File: src/rtl/fpau_norm_pkg.sv
// rtl/fpau_norm_pkg.sv - shared FPAU normaliser types, widths and helpers
package fpau_norm_pkg;

    localparam int FPAU_MANT_W = 25;
    localparam int FPAU_EXP_W  = 8;

    typedef struct packed {
        logic [FPAU_MANT_W-1:0] mant;
        logic [FPAU_EXP_W-1:0]  exp;
    } norm_beat_t;

    // Bits needed to hold a count in 0..width inclusive.
    function automatic int clog2_plus1(input int width);
        int r;
        r = 0;
        while ((1 << r) < width + 1) begin
            r = r + 1;
        end
        return r;
    endfunction

endpackage

File: src/rtl/lzc_tree.sv
// rtl/lzc_tree.sv - combinational log-depth leading-zero counter
module lzc_tree
    import fpau_norm_pkg::*;
#(
    parameter int WIDTH = FPAU_MANT_W,
    localparam int LZC_W = clog2_plus1(WIDTH)
) (
    input  logic [WIDTH-1:0] data,
    output logic [LZC_W-1:0] lzc,
    output logic             all_zero
);

    localparam int LG = $clog2(WIDTH);
    localparam int P  = 1 << LG;

    logic [P-1:0]  padded;
    logic [P-1:0]  v_lvl [LG+1];
    logic [LG-1:0] c_lvl [LG+1][P];

    // Node i at level l covers 2^l bits, node 0 on the MSB side. Trailing
    // pad ones make an all-zero input count exactly WIDTH zeros.
    always_comb begin
        padded = '1;
        padded[P-1 -: WIDTH] = data;
        for (int l = 0; l <= LG; l++) begin
            v_lvl[l] = '0;
            for (int i = 0; i < P; i++) begin
                c_lvl[l][i] = '0;
            end
        end
        for (int i = 0; i < P; i++) begin
            v_lvl[0][i] = padded[P-1-i];
        end
        for (int l = 0; l < LG; l++) begin
            for (int i = 0; i < P/2; i++) begin
                v_lvl[l+1][i] = v_lvl[l][2*i] | v_lvl[l][2*i+1];
                c_lvl[l+1][i] = v_lvl[l][2*i] ? c_lvl[l][2*i]
                                              : LG'((1 << l) + int'(c_lvl[l][2*i+1]));
            end
        end
        lzc      = v_lvl[LG][0] ? LZC_W'(c_lvl[LG][0]) : LZC_W'(WIDTH);
        all_zero = ~|data;
    end

endmodule

File: src/rtl/lzc_norm_pipe.sv
// rtl/lzc_norm_pipe.sv - two-stage pipelined leading-zero normaliser
module lzc_norm_pipe
    import fpau_norm_pkg::*;
#(
    parameter int WIDTH = FPAU_MANT_W,
    parameter int EXP_W = FPAU_EXP_W,
    localparam int LZC_W = clog2_plus1(WIDTH)
) (
    input  logic             clk,
    input  logic             rst_n,
    input  logic             in_valid,
    output logic             in_ready,
    input  logic [WIDTH-1:0] in_mant,
    input  logic [EXP_W-1:0] in_exp,
    output logic             out_valid,
    input  logic             out_ready,
    output logic [WIDTH-1:0] out_mant,
    output logic [EXP_W-1:0] out_exp,
    output logic [LZC_W-1:0] out_lzc,
    output logic             out_zero,
    output logic             out_uf
);

    localparam int CMP_W = (EXP_W > LZC_W) ? EXP_W : LZC_W;

    logic             rdy_q;
    logic             s1_valid;
    logic             s1_zero;
    logic [LZC_W-1:0] s1_lzc;
    logic [WIDTH-1:0] s1_mant;
    logic [EXP_W-1:0] s1_exp;
    logic             s2_valid;

    logic             s1_adv;
    logic             s2_adv;
    logic             s1_load;
    logic             s2_load;
    logic [LZC_W-1:0] lzc_c;
    logic             zero_c;
    logic             exp_gt;
    logic [EXP_W-1:0] exp_sub;

    lzc_tree #(.WIDTH(WIDTH)) u_lzc (
        .data     (in_mant),
        .lzc      (lzc_c),
        .all_zero (zero_c)
    );

    assign s2_adv    = ~s2_valid | out_ready;
    assign s1_adv    = ~s1_valid | s2_adv;
    // rdy_q keeps the input closed until the first edge after reset release.
    assign in_ready  = rdy_q & s1_adv;
    assign s1_load   = in_valid & in_ready;
    assign s2_load   = s2_adv & s1_valid;
    assign out_valid = s2_valid;

    assign exp_gt  = CMP_W'(s1_exp) > CMP_W'(s1_lzc);
    assign exp_sub = s1_exp - EXP_W'(s1_lzc);

    always_ff @(posedge clk or negedge rst_n) begin
        if (!rst_n) begin
            rdy_q    <= 1'b0;
            s1_valid <= 1'b0;
            s1_zero  <= 1'b0;
            s1_lzc   <= '0;
            s1_mant  <= '0;
            s1_exp   <= '0;
        end else begin
            rdy_q <= 1'b1;
            if (s1_adv) begin
                s1_valid <= s1_load;
            end
            if (s1_load) begin
                s1_zero <= zero_c;
                s1_lzc  <= lzc_c;
                s1_mant <= in_mant;
                s1_exp  <= in_exp;
            end
        end
    end

    always_ff @(posedge clk or negedge rst_n) begin
        if (!rst_n) begin
            s2_valid <= 1'b0;
            out_mant <= '0;
            out_exp  <= '0;
            out_lzc  <= '0;
            out_zero <= 1'b0;
            out_uf   <= 1'b0;
        end else begin
            if (s2_adv) begin
                s2_valid <= s1_valid;
            end
            if (s2_load) begin
                out_mant <= s1_mant << s1_lzc;
                out_lzc  <= s1_lzc;
                out_zero <= s1_zero;
                if (s1_zero) begin
                    out_exp <= '0;
                    out_uf  <= 1'b0;
                end else if (exp_gt) begin
                    out_exp <= exp_sub;
                    out_uf  <= 1'b0;
                end else begin
                    out_exp <= '0;
                    out_uf  <= 1'b1;
                end
            end
        end
    end

endmodule

File: config.mk
export PLATFORM = sky130hd
export DESIGN_NAME = lzc_norm_pipe
export DESIGN_NICKNAME = d
export VERILOG_FILES = /design/src/rtl/fpau_norm_pkg.sv /design/src/rtl/lzc_tree.sv /design/src/rtl/lzc_norm_pipe.sv
export SDC_FILE = /design/constraint.sdc
export NUM_CORES = 1
export LEC_CHECK = 0
export ABC_CLOCK_PERIOD_IN_PS = 3900
export CELL_PAD_IN_SITES_DETAIL_PLACEMENT = 2
export CELL_PAD_IN_SITES_GLOBAL_PLACEMENT = 2
export CORE_MARGIN = 2
export CORE_UTILIZATION = 35
export DETAILED_ROUTE_END_ITERATION = 6
export PLACE_DENSITY_LB_ADDON = 0.12
export SLEW_MARGIN = 10
export SYNTH_ARGS = -nofsm -noshare
export SYNTH_HDL_FRONTEND = slang
export SYNTH_SLANG_ARGS = --single-unit
File: constraint.sdc
create_clock -name clk -period 3.9 [get_ports clk]
set_input_delay 0.39 -clock clk [delete_from_list [all_inputs] [get_ports clk]]
set_output_delay 0.39 -clock clk [all_outputs]
set_load 0.01 [all_outputs]
==> flow_metrics.env <==
export IMPL_status="finished, final reports clean"
export IMPL_avgSynthCellArea_um2=9.19
export IMPL_htreeDepth=3
export IMPL_gp_congestion=0.922
export IMPL_insertedDiodeCount=0
export IMPL_synth_main_ff_cell="dfrtp_1"
export IMPL_tightest_slew_ns=1.15
export IMPL_portBuffers=78
export IMPL_reg2reg_slack_ns=0.82
export IMPL_synth_cells=496
export IMPL_grt_overflow=0
export IMPL_die_h_um=118
export IMPL_rows=41
export IMPL_numCtsBuffers=9
export IMPL_vias=4088
export IMPL_start_util=0.360
export IMPL_finalClockSkew_ns=0.0132
export IMPL_dp_hpwl_um=11500
export IMPL_synth_seq_cells=82
export IMPL_hold_class="in -> async"
export IMPL_grt_usage=0.229
export IMPL_cellLeakagePower_nw=2.49
export IMPL_async_reset_ff_frac=1.00
export IMPL_final_cell_mix="nand2_1 (124), dfrtp_1 (82), clkdlybuf4s50_1 (77), nor2_1 (34), o21ai_0 (27)"
export IMPL_cp_end_kind="flop"
export IMPL_worstSetupStartpointType="flop"
export IMPL_min_period_ns=3.08
export IMPL_power_w=0.00319
export IMPL_clk_pin_slew_worst_paths_ns=0.07
export IMPL_finalMaxSlewViolations=0
export IMPL_cts_tree="done"
export IMPL_layout_commonest_cell="nand2_1"
export IMPL_coreArea_um2=12700
export IMPL_critPathMaxFanout=24
export IMPL_synth_nets=539
export IMPL_arrival_ns=3.32
export IMPL_cts_sinks=82
export IMPL_wl_um=15300
export IMPL_hold_buffers=0
export IMPL_antenna_found_initial=0
export IMPL_grt_use_met3=0.0285
export IMPL_worstPathRequired_ns=4.14
export IMPL_grt_busiest_layer="met2"
export IMPL_finalSetupViolations=0
export IMPL_cts_root_buffer="clkbuf_16"
export IMPL_power_density_nw_per_um2=554
export IMPL_slew_headroom=0.234
export IMPL_fin_nets=607
export IMPL_io_pins=79
export IMPL_hold_viol_final=0
export IMPL_clk_path_buf_depth=2
export IMPL_first_pass_iters=4
export IMPL_drt_iter0_markers=179
export IMPL_synth_distinct_cells=62
export IMPL_die_x_um=118
export IMPL_ir_drop_mv=0.185
export IMPL_clock_latency_ns=0.35
export IMPL_use_met1=0.311
export IMPL_met2_usage=0.380
export IMPL_drive_gt1_frac=0.0756
export IMPL_syn_cell_area_um2=4560
export IMPL_rsz0062_at_grt="false"
export IMPL_startpoint="s1_lzc[2]"
export IMPL_cts_resized=0
export IMPL_via_per_inst=5.52
export IMPL_grt_start_max_net_pins=83
export IMPL_cap_viol_max_count=0
export IMPL_fp_dieArea_um2=14000
export IMPL_final_antenna_net_count=0
export IMPL_wl_per_cell_um=20.7
export IMPL_timing_rr_start="s1_lzc[2]"
export IMPL_yosysWarnings=0
export IMPL_hold_slack_ns=0.200
export IMPL_yosysSeqAreaShare=0.450
export IMPL_synth_edf_count=0
export IMPL_fin_setup_tns_ns=0
export IMPL_grt_pass1_vias=4434
export IMPL_grt_pass1_wl_um=25200
export IMPL_critical_path_class="reg -> reg"
export IMPL_post_route_period_util=0.789
export IMPL_fmax_ghz=0.325
export IMPL_drc_errors=0
export IMPL_area_growth_pct=26.3
export IMPL_post_cts_buffers=0
-- worst paths after layout --
| check | endpoint | cells after the start |
|---|---|---|
| worst max-delay path | out_exp[1] | 7 |
| min in group clk | out_lzc[2] | 2 |
| max in group asynchronous | s1_lzc[0] | 1 |
| worst min register to register | out_lzc[2] | 2 |
| worst min-delay path | out_mant[5] | 1 |
| worst max register to register | out_exp[1] | 7 |
-- worst max-delay path, cell delays in order (launching register included) --
cell and delay, ns:
dfrtp_1 0.89, inv_1 0.37, ha_1 0.46, a211oi_1 0.30, o21ai_1 0.15, a211oi_1 0.42
nor3_2 0.16, a22o_1 0.22
-- cell families (layout without fill, tap and decap cells) --
| kind of cell | after synthesis | after routing | share of synthesized area |
|---|---|---|---|
| other | 1 | 1 | 0.000822 |
| buffers and inverters | 40 | 113 | 0.0401 |
| AOI/OAI and AO/OA | 124 | 124 | 0.199 |
| xor gates and xnor gates | 4 | 4 | 0.00768 |
| and+or+nand+nor | 204 | 204 | 0.195 |
| adders and majority gates | 6 | 6 | 0.0181 |
| muxes | 35 | 35 | 0.0886 |
| DFF | 82 | 82 | 0.450 |
-- synth_stat cells, drive strengths merged, types with 6 or more instances --
library cell,number,area (um2)
mux2,17,199
mux2i,18,205
o221ai,6,52.6
buf,15,88.8
a221o,8,80.1
nand2,124,465
o22ai,6,37.5
a22oi,8,60.1
nand2b,6,37.5
clkbuf,13,48.8
nor3,7,45.0
a211oi,7,52.6
a22o,13,114
dfrtp,82,2050
inv,12,45.0
nor4,9,56.3
o21ai,31,155
a21oi,13,65.1
nor2,34,128
-- area by class of cell --
cell class / instances / area (um2)
Fill cell: 1387 / 6910
Multi-Input combinational cell: 374 / 2330
Sequential cell: 82 / 2050
Timing Repair Buffer: 85 / 831
Clock buffer: 9 / 225
Tap cell: 172 / 215
Clock inverter: 7 / 66.3
Inverter: 12 / 45.0
-- power by group --
part           internal, W  total [W]  switching, W
registers          0.00104    0.00119      0.000153
logic             0.000568    0.00115      0.000580
clock network     0.000450   0.000850      0.000401
total              0.00206    0.00319       0.00113
-- state kept, by name, summed over array words and instances (netlist names) --
name	count
out_valid	1
out_mant	25
out_zero	1
out_lzc	5
s1_valid	1
s1_exp	8
out_exp	8
s1_lzc	5
s1_mant	25
s1_zero	1
out_uf	1
rdy_q	1
-- routing by layer --
metal | vias to the layer above | routed length [um]
met5 | - | 0
met4 | 0 | 215
met3 | 14 | 432
met2 | 78 | 7400
met1 | 2071 | 7260
li1 | 1925 | -
-- through the flow --
step	utilization	std cells	cell area [um2]	worst slack, ns
after floorplan	-	496	4560	1.47
after detailed placement	0.432	725	5470	0.873
final	0.455	741	5760	0.822
after global routing	0.455	741	5760	0.599
after CTS	0.455	741	5760	0.857
after global placement	0.432	725	5470	1.04
Note: power is estimated with default switching activity, not from simulation.
